## src/rtl/tri_bbox_setup.sv

```systemverilog
// Triangle setup: viewport vertices to screen pixels, clamped bounding box,
// doubled signed area and cull decision, one triangle in flight at a time.
module tri_bbox_setup #(
  parameter int VIEWPORT_H_POSITION_WIDTH = 18,
  parameter int VIEWPORT_W_POSITION_WIDTH = 20,
  parameter int C_WIDTH                   = 18,
  parameter int COLOR_WIDTH               = 16,
  parameter int FRAC_BITS                 = 14,
  parameter int SCREEN_W                  = 320,
  parameter int SCREEN_H                  = 180,
  parameter int PIX_SCALE_X               = 160,
  parameter int PIX_SCALE_Y               = 90,
  parameter int PIX_WIDTH                 = 12,
  parameter int CULL_BACK                 = 0,
  parameter int COUNT_WIDTH               = 16
) (
  input  logic                                        clk_in,
  input  logic                                        rst_in,
  input  logic                                        valid_in,
  output logic                                        ready_out,
  input  logic [2:0][VIEWPORT_H_POSITION_WIDTH-1:0]   viewport_x_positions_in,
  input  logic [2:0][VIEWPORT_W_POSITION_WIDTH-1:0]   viewport_y_positions_in,
  input  logic [2:0][C_WIDTH:0]                       z_depth_in,
  input  logic [COLOR_WIDTH-1:0]                      color_in,
  output logic                                        valid_out,
  input  logic                                        ready_in,
  output logic [2:0][PIX_WIDTH-1:0]                   pix_x_out,
  output logic [2:0][PIX_WIDTH-1:0]                   pix_y_out,
  output logic [$clog2(SCREEN_W)-1:0]                 x_min_out,
  output logic [$clog2(SCREEN_W)-1:0]                 x_max_out,
  output logic [$clog2(SCREEN_H)-1:0]                 y_min_out,
  output logic [$clog2(SCREEN_H)-1:0]                 y_max_out,
  output logic [2*PIX_WIDTH+2:0]                      area_out,
  output logic [2:0][C_WIDTH:0]                       z_depth_out,
  output logic [COLOR_WIDTH-1:0]                      color_out,
  output logic [COUNT_WIDTH-1:0]                      tri_out_count_out,
  output logic [COUNT_WIDTH-1:0]                      tri_culled_count_out
);

  localparam int XW  = VIEWPORT_H_POSITION_WIDTH;
  localparam int YW  = VIEWPORT_W_POSITION_WIDTH;
  localparam int PW  = PIX_WIDTH;
  localparam int DW  = PW + 1;
  localparam int AW  = 2 * PW + 3;
  localparam int PXW = XW + $clog2(PIX_SCALE_X + 1) + 1;
  localparam int PYW = YW + $clog2(PIX_SCALE_Y + 1) + 1;
  localparam int OW  = ((PXW > PYW) ? PXW : PYW) + 2;
  localparam int XBW = $clog2(SCREEN_W);
  localparam int YBW = $clog2(SCREEN_H);

  localparam logic signed [PXW-1:0] SCALE_X = PXW'(PIX_SCALE_X);
  localparam logic signed [PYW-1:0] SCALE_Y = PYW'(PIX_SCALE_Y);
  localparam logic signed [OW-1:0]  HALF_W  = OW'(SCREEN_W / 2);
  localparam logic signed [OW-1:0]  HALF_H  = OW'(SCREEN_H / 2);
  localparam logic signed [OW-1:0]  PIX_MAX = OW'(2 ** (PW - 1) - 1);
  localparam logic signed [OW-1:0]  PIX_MIN = ~PIX_MAX;
  localparam logic signed [PW-1:0]  X_LAST  = PW'(SCREEN_W - 1);
  localparam logic signed [PW-1:0]  Y_LAST  = PW'(SCREEN_H - 1);

  typedef enum logic [2:0] {
    S_IDLE, S_SCALE, S_OFFSET, S_BBOX, S_AREA, S_DECIDE, S_HOLD
  } state_t;

  state_t r_state;
  state_t w_next;
  logic   r_ready;
  logic   r_valid;

  logic [2:0][XW-1:0]          r_x;
  logic [2:0][YW-1:0]          r_y;
  logic [2:0][C_WIDTH:0]       r_z;
  logic [COLOR_WIDTH-1:0]      r_color;
  logic signed [PXW-1:0]       r_px [3];
  logic signed [PYW-1:0]       r_py [3];
  logic signed [PW-1:0]        r_pix_x [3];
  logic signed [PW-1:0]        r_pix_y [3];
  logic signed [PW-1:0]        r_xmin, r_xmax, r_ymin, r_ymax;
  logic signed [DW-1:0]        r_d1x, r_d1y, r_d2x, r_d2y;
  logic signed [AW-1:0]        r_area;

  logic [2:0][PW-1:0]          r_pix_x_o, r_pix_y_o;
  logic [XBW-1:0]              r_xmin_o, r_xmax_o;
  logic [YBW-1:0]              r_ymin_o, r_ymax_o;
  logic [AW-1:0]               r_area_o;
  logic [2:0][C_WIDTH:0]       r_z_o;
  logic [COLOR_WIDTH-1:0]      r_color_o;
  logic [COUNT_WIDTH-1:0]      r_cnt_out, r_cnt_cull;

  logic signed [PW-1:0]        w_off_x [3];
  logic signed [PW-1:0]        w_off_y [3];
  logic                        w_cull;

  function automatic logic signed [PW-1:0] sat_pix(input logic signed [OW-1:0] v);
    if (v > PIX_MAX)      return PIX_MAX[PW-1:0];
    else if (v < PIX_MIN) return PIX_MIN[PW-1:0];
    else                  return v[PW-1:0];
  endfunction

  function automatic logic signed [PW-1:0] min3(input logic signed [PW-1:0] a, b, c);
    logic signed [PW-1:0] m;
    m = (a < b) ? a : b;
    return (c < m) ? c : m;
  endfunction

  function automatic logic signed [PW-1:0] max3(input logic signed [PW-1:0] a, b, c);
    logic signed [PW-1:0] m;
    m = (a > b) ? a : b;
    return (c > m) ? c : m;
  endfunction

  function automatic logic [XBW-1:0] clamp_x(input logic signed [PW-1:0] v);
    if (v[PW-1])        return '0;
    else if (v > X_LAST) return X_LAST[XBW-1:0];
    else                return v[XBW-1:0];
  endfunction

  function automatic logic [YBW-1:0] clamp_y(input logic signed [PW-1:0] v);
    if (v[PW-1])        return '0;
    else if (v > Y_LAST) return Y_LAST[YBW-1:0];
    else                return v[YBW-1:0];
  endfunction

  // Arithmetic shift floors toward -inf; screen y grows downward, hence the flip.
  always_comb begin
    for (int i = 0; i < 3; i++) begin
      w_off_x[i] = sat_pix(OW'(r_px[i] >>> FRAC_BITS) + HALF_W);
      w_off_y[i] = sat_pix(HALF_H - OW'(r_py[i] >>> FRAC_BITS));
    end
  end

  always_comb begin
    w_cull = r_xmax[PW-1] || (r_xmin > X_LAST) ||
             r_ymax[PW-1] || (r_ymin > Y_LAST) ||
             (r_area == '0) || ((CULL_BACK != 0) && r_area[AW-1]);
  end

  // Handshakes: a transfer happens on a clock edge where valid and ready are
  // both high; ready_out is high only in IDLE, valid_out only in HOLD.
  always_comb begin
    w_next = r_state;
    case (r_state)
      S_IDLE:   if (valid_in) w_next = S_SCALE;
      S_SCALE:  w_next = S_OFFSET;
      S_OFFSET: w_next = S_BBOX;
      S_BBOX:   w_next = S_AREA;
      S_AREA:   w_next = S_DECIDE;
      S_DECIDE: w_next = w_cull ? S_IDLE : S_HOLD;
      S_HOLD:   if (ready_in) w_next = S_IDLE;
      default:  w_next = S_IDLE;
    endcase
  end

  always_ff @(posedge clk_in) begin
    if (rst_in) begin
      r_state <= S_IDLE;
      r_ready <= 1'b1;
      r_valid <= 1'b0;
    end else begin
      r_state <= w_next;
      r_ready <= (w_next == S_IDLE);
      r_valid <= (w_next == S_HOLD);
    end
  end

  always_ff @(posedge clk_in) begin
    if (rst_in) begin
      r_x <= '0; r_y <= '0; r_z <= '0; r_color <= '0;
      for (int i = 0; i < 3; i++) begin
        r_px[i] <= '0; r_py[i] <= '0; r_pix_x[i] <= '0; r_pix_y[i] <= '0;
      end
      r_xmin <= '0; r_xmax <= '0; r_ymin <= '0; r_ymax <= '0;
      r_d1x <= '0; r_d1y <= '0; r_d2x <= '0; r_d2y <= '0;
      r_area <= '0;
      r_pix_x_o <= '0; r_pix_y_o <= '0;
      r_xmin_o <= '0; r_xmax_o <= '0; r_ymin_o <= '0; r_ymax_o <= '0;
      r_area_o <= '0; r_z_o <= '0; r_color_o <= '0;
      r_cnt_out <= '0; r_cnt_cull <= '0;
    end else begin
      case (r_state)
        S_IDLE: if (valid_in) begin
          r_x     <= viewport_x_positions_in;
          r_y     <= viewport_y_positions_in;
          r_z     <= z_depth_in;
          r_color <= color_in;
        end
        S_SCALE: for (int i = 0; i < 3; i++) begin
          r_px[i] <= PXW'($signed(r_x[i])) * SCALE_X;
          r_py[i] <= PYW'($signed(r_y[i])) * SCALE_Y;
        end
        S_OFFSET: for (int i = 0; i < 3; i++) begin
          r_pix_x[i] <= w_off_x[i];
          r_pix_y[i] <= w_off_y[i];
        end
        S_BBOX: begin
          r_xmin <= min3(r_pix_x[0], r_pix_x[1], r_pix_x[2]);
          r_xmax <= max3(r_pix_x[0], r_pix_x[1], r_pix_x[2]);
          r_ymin <= min3(r_pix_y[0], r_pix_y[1], r_pix_y[2]);
          r_ymax <= max3(r_pix_y[0], r_pix_y[1], r_pix_y[2]);
          r_d1x  <= DW'(r_pix_x[1]) - DW'(r_pix_x[0]);
          r_d1y  <= DW'(r_pix_y[1]) - DW'(r_pix_y[0]);
          r_d2x  <= DW'(r_pix_x[2]) - DW'(r_pix_x[0]);
          r_d2y  <= DW'(r_pix_y[2]) - DW'(r_pix_y[0]);
        end
        S_AREA: r_area <= AW'(r_d1x) * AW'(r_d2y) - AW'(r_d2x) * AW'(r_d1y);
        S_DECIDE: begin
          if (w_cull) begin
            r_cnt_cull <= r_cnt_cull + COUNT_WIDTH'(1);
          end else begin
            for (int i = 0; i < 3; i++) begin
              r_pix_x_o[i] <= r_pix_x[i];
              r_pix_y_o[i] <= r_pix_y[i];
            end
            r_xmin_o  <= clamp_x(r_xmin);
            r_xmax_o  <= clamp_x(r_xmax);
            r_ymin_o  <= clamp_y(r_ymin);
            r_ymax_o  <= clamp_y(r_ymax);
            r_area_o  <= r_area;
            r_z_o     <= r_z;
            r_color_o <= r_color;
            r_cnt_out <= r_cnt_out + COUNT_WIDTH'(1);
          end
        end
        default: ;
      endcase
    end
  end

  assign ready_out            = r_ready;
  assign valid_out            = r_valid;
  assign pix_x_out            = r_pix_x_o;
  assign pix_y_out            = r_pix_y_o;
  assign x_min_out            = r_xmin_o;
  assign x_max_out            = r_xmax_o;
  assign y_min_out            = r_ymin_o;
  assign y_max_out            = r_ymax_o;
  assign area_out             = r_area_o;
  assign z_depth_out          = r_z_o;
  assign color_out            = r_color_o;
  assign tri_out_count_out    = r_cnt_out;
  assign tri_culled_count_out = r_cnt_cull;

endmodule

```

## config.mk

```make
export PLATFORM = sky130hd
export DESIGN_NAME = tri_bbox_setup
export DESIGN_NICKNAME = d
export VERILOG_FILES = /design/src/rtl/tri_bbox_setup.sv
export SDC_FILE = /design/constraint.sdc
export NUM_CORES = 2
export LEC_CHECK = 0
export ABC_AREA = 1
export CAP_MARGIN = 5
export CELL_PAD_IN_SITES_DETAIL_PLACEMENT = 0
export CELL_PAD_IN_SITES_GLOBAL_PLACEMENT = 1
export CORE_MARGIN = 2
export CORE_UTILIZATION = 41
export CTS_CLUSTER_DIAMETER = 100
export DETAILED_ROUTE_END_ITERATION = 10
export HOLD_SLACK_MARGIN = 0.12
export PLACE_DENSITY_LB_ADDON = 0.05
export SLEW_MARGIN = 5
export SYNTH_ARGS = -nofsm -noshare
export SYNTH_HDL_FRONTEND = slang
export SYNTH_SLANG_ARGS = --single-unit
export TNS_END_PERCENT = 100
```

## constraint.sdc

```tcl
create_clock -name clk_in -period 6.2 [get_ports clk_in]
set_input_delay 0.93 -clock clk_in [delete_from_list [all_inputs] [get_ports clk_in]]
set_output_delay 0.93 -clock clk_in [all_outputs]
set_load 0.005 [all_outputs]
```

==> metrics.md <==
| Metric | Value |
|---|---|
| Die height | `369 um` |
| Fin util | `0.500` |
| Slowest cell on crit path | `fa_1` |
| P_leak | `32.3 nW` |
| Synth top cells by count | `inv_1, nand2_1, nor2_1` |
| Area Growth Syn to Fin | `20.9%` |
| Int Pwr | `12.1 mW` |
| Critical Path Sink Type | `register` |
| Crit Path Class | `register to register` |
| Initial antenna violation count | `7` |
| Largest net degree at the start of global routing | `140` |
| Max_cap viols | `0` |
| Total track usage | `0.240` |
| Worst-margin pin slew | `0.999 ns` |
| Top Ports | `431` |
| First-pass GRT wire length | `254000 um` |
| Area post-placement | `62300 um2` |
| Final instance area | `65900 um2` |
| Psw | `8.09 mW` |
| Average cell area after synthesis | `8.01 um2` |
| Clk sinks | `710` |
| Final period utilization | `1.00` |
| Final min period | `6.22 ns` |
| Post-Synthesis Cells | `6802` |
| Via count | `44700` |
| Metal3 WL | `6940 um` |
| Share of cells above drive strength 1 | `0.0868` |
| Clock-pin slew on the worst setup and hold paths | `0.06 ns` |
| Largest fanout on the critical path | `5` |
| WL met1 | `74200 um` |
| Die X-Extent | `369 um` |
| Register area share after synthesis | `0.289` |
| Core footprint | `132000 um2` |
| Rows | `133` |
| Detailed-route DRC error count | `0` |
| Mapped Nets | `7995` |
| Worst skew pair latency | `0.70 ns` |
| DRT Pass-1 Iters | `6` |
| Setup crit start kind | `register` |
| Highest metal used | `met5` |
| Most frequent cell after synthesis | `inv_1` |
| Detailed Route Iter0 Violations | `2617` |
| Final ANT Viol Nets | `0` |
| GPL Wtd Cong | `0.906` |
| DRT Wirelength | `162000 um` |
| Post-DP HPWL | `129000 um` |
| Max Root-Sink Buffers | `3` |
| Min-Delay Path Class | `register to register` |
| DR vias/cell | `4.87` |
| H-tree levels | `3` |
| Synth warn | `0` |
| Synth top area share | `0.205` |
| Fill cell count | `12900` |
| Setup Skew | `0.0283 ns` |
| Routed wl met2 | `75700 um` |
| Total congestion overflow | `0` |
| # hold bufs at CTS | `0` |
| Flop pwr share | `0.277` |
| RSZ-0062 raised after global routing | `yes` |
| PwrDens | `306 nW/um2` |
| Synth Flop Type | `dfxtp_1` |
| Nets | `8544` |
| Max stage delay on crit path | `0.58 ns` |
| Synthesized cell area | `54500 um2` |
| Unique masters post-synth | `54` |
| Synth area leaders | `dfxtp_1, fa_1, ha_1` |
| Area leader, netlist | `dfxtp_1` |
| Root Buffer | `clkbuf_16` |
| Post-route setup slack | `-0.0192 ns` |
| Hold slack | `0.464 ns` |
| Max transition margin | `0.334` |
| Post-synth ARST share | `0` |
| Clock buffer count from CTS | `85` |
| Status | `complete, but fails checks` |
| CTS tree | `built` |
| Post-synth EDFFs | `153` |
| Port bufs | `430` |
| Gate power share | `0.476` |
| Peak VDD IR | `0.219 mV` |
| Final Max Slew Viols | `0` |
| Final Setup Violations | `2` |
| Sw Share | `0.401` |
| Vias in the first global route | `44600` |
| Final Hold Violating Endpoints | `0` |
| Clock power frac | `0.247` |
| Die Area | `136000 um2` |
| Drt wl/cell | `17.7 um` |
| Yosys reg bits | `710` |
| Total power | `20.1 mW` |
| Violated checks | `negative setup slack` |
| CP Data Arrival Time | `6.79 ns` |
| Fmax | `0.161 GHz` |
| Crit-path most repeated cell | `fa_1` |
| Worst Path Required | `6.77 ns` |
| Initial core utilization | `0.414` |
-- metal layers --
metal | up-vias | track usage
met5 | - | 0
met4 | 2 | 0.0732
li1 | 22600 | -
met1 | 21100 | 0.319
met3 | 214 | 0.0340
met2 | 850 | 0.403
-- what timing repair did --
item                       4_1_cts  5_1_grt
cloned                           0        0
pin swaps                       62       51
buffers inserted                11       18
resized for setup               84       84
setup endpoints to repair       10       13
-- final timing paths --
kind | startpoint | slack [ns] | cells after the start | end
min reg2reg | x_max_out[4]$_SDFFE_PP0P_ | 0.46 | 2 | x_max_out[4]$_SDFFE_PP0P_
max reg2reg | r_d2y[4]$_SDFFE_PP0N_ | -0.02 | 28 | r_area[26]$_SDFFE_PP0N_
max | r_d2y[4]$_SDFFE_PP0N_ | -0.02 | 28 | r_area[26]$_SDFFE_PP0N_
min | x_max_out[4]$_SDFFE_PP0P_ | 0.46 | 2 | x_max_out[4]$_SDFFE_PP0P_
-- state kept, by name, summed over array words and instances, names as in the netlist, 39 cells and up --
signal	cells
r_x	54
r_z	57
r_y	60
r_px	39
z_depth_out	57
r_py	42
-- logic make-up (layout without fill, tap and decap cells) --
family	count (synthesis)	count (layout)	share of synthesized area
buffers and inverters	1583	2201	0.110
AOI/OAI and AO/OA	1299	1299	0.127
DFF	710	710	0.289
muxes	3	3	0.000551
adders and majority gates	1002	1002	0.298
xor gates and xnor gates	124	124	0.0199
other	0	1	0
and+or+nand+nor	2081	2081	0.156
-- power by group through the flow --
stage	combinational [mW]	clock, mW	sequential [mW]
2_1_floorplan	5.82	0	5.51
6_report	9.59	4.97	5.59
3_5_place_dp	8.76	0	5.68
5_1_grt	10.9	5.32	5.64
3_3_place_gp	8.72	0	5.67
4_1_cts	9.13	5.13	5.59
-- cell type report --
| cell class | instances | area, um2 | share of cell area |
|---|---|---|---|
| inverters | 1318 | 4960 | 0.0754 |
| diodes | 1 | 2.50 | 0.0000380 |
| well taps | 1755 | 2200 | 0.0333 |
| clock buffers | 121 | 2420 | 0.0367 |
| multi-input cells | 4509 | 33300 | 0.506 |
| repair buffers | 727 | 6850 | 0.104 |
| clock inverters | 35 | 345 | 0.00524 |
| flip-flops and latches | 710 | 15800 | 0.240 |
-- through the flow --
step | cells | TNS, ns | setup slack (ns)
final | 9176 | -0.0288 | -0.0192
after global routing | 9176 | -2.00 | -0.263
after CTS | 9157 | -0.00274 | -0.00274
after detailed placement | 8990 | -1.50 | -0.235
after global placement | 8990 | -0.954 | -0.206
after floorplan | 6802 | 0 | 0.00454
-- cell usage in the layout, fill, tap and decap left out, types with 11 or more instances in the layout --
master              n
a21o_1             16
a21oi_1           515
a21oi_2            16
buf_12             20
buf_4             262
buf_6              14
clkbuf_1           22
clkbuf_16          87
clkbuf_8           11
clkdlybuf4s50_1   429
clkinv_2           14
dfxtp_1           527
dfxtp_2            27
edfxtp_1          153
fa_1              486
ha_1              490
ha_4               14
inv_1            1290
inv_2              22
nand2_1           899
nand2_2            28
nand3_1           148
nand4_1            34
nor2_1            818
nor3_1             40
nor4_1             18
o211ai_1           55
o21a_1             24
o21ai_0           584
o21ai_1            22
or2_2              41
xnor2_1            49
xor2_1             75
-- worst max-delay path, delay by kind of cell (launching register included) --
| kind | cells | cell delay, ns |
|---|---|---|
| and+or+nand+nor | 5 | 0.59 |
| adders and majority gates | 8 | 3.98 |
| buffers and inverters | 10 | 0.68 |
| DFF | 1 | 0.34 |
| AOI/OAI and AO/OA | 4 | 0.41 |
| xor gates and xnor gates | 1 | 0.07 |
Power figures use the tool's default switching activity.
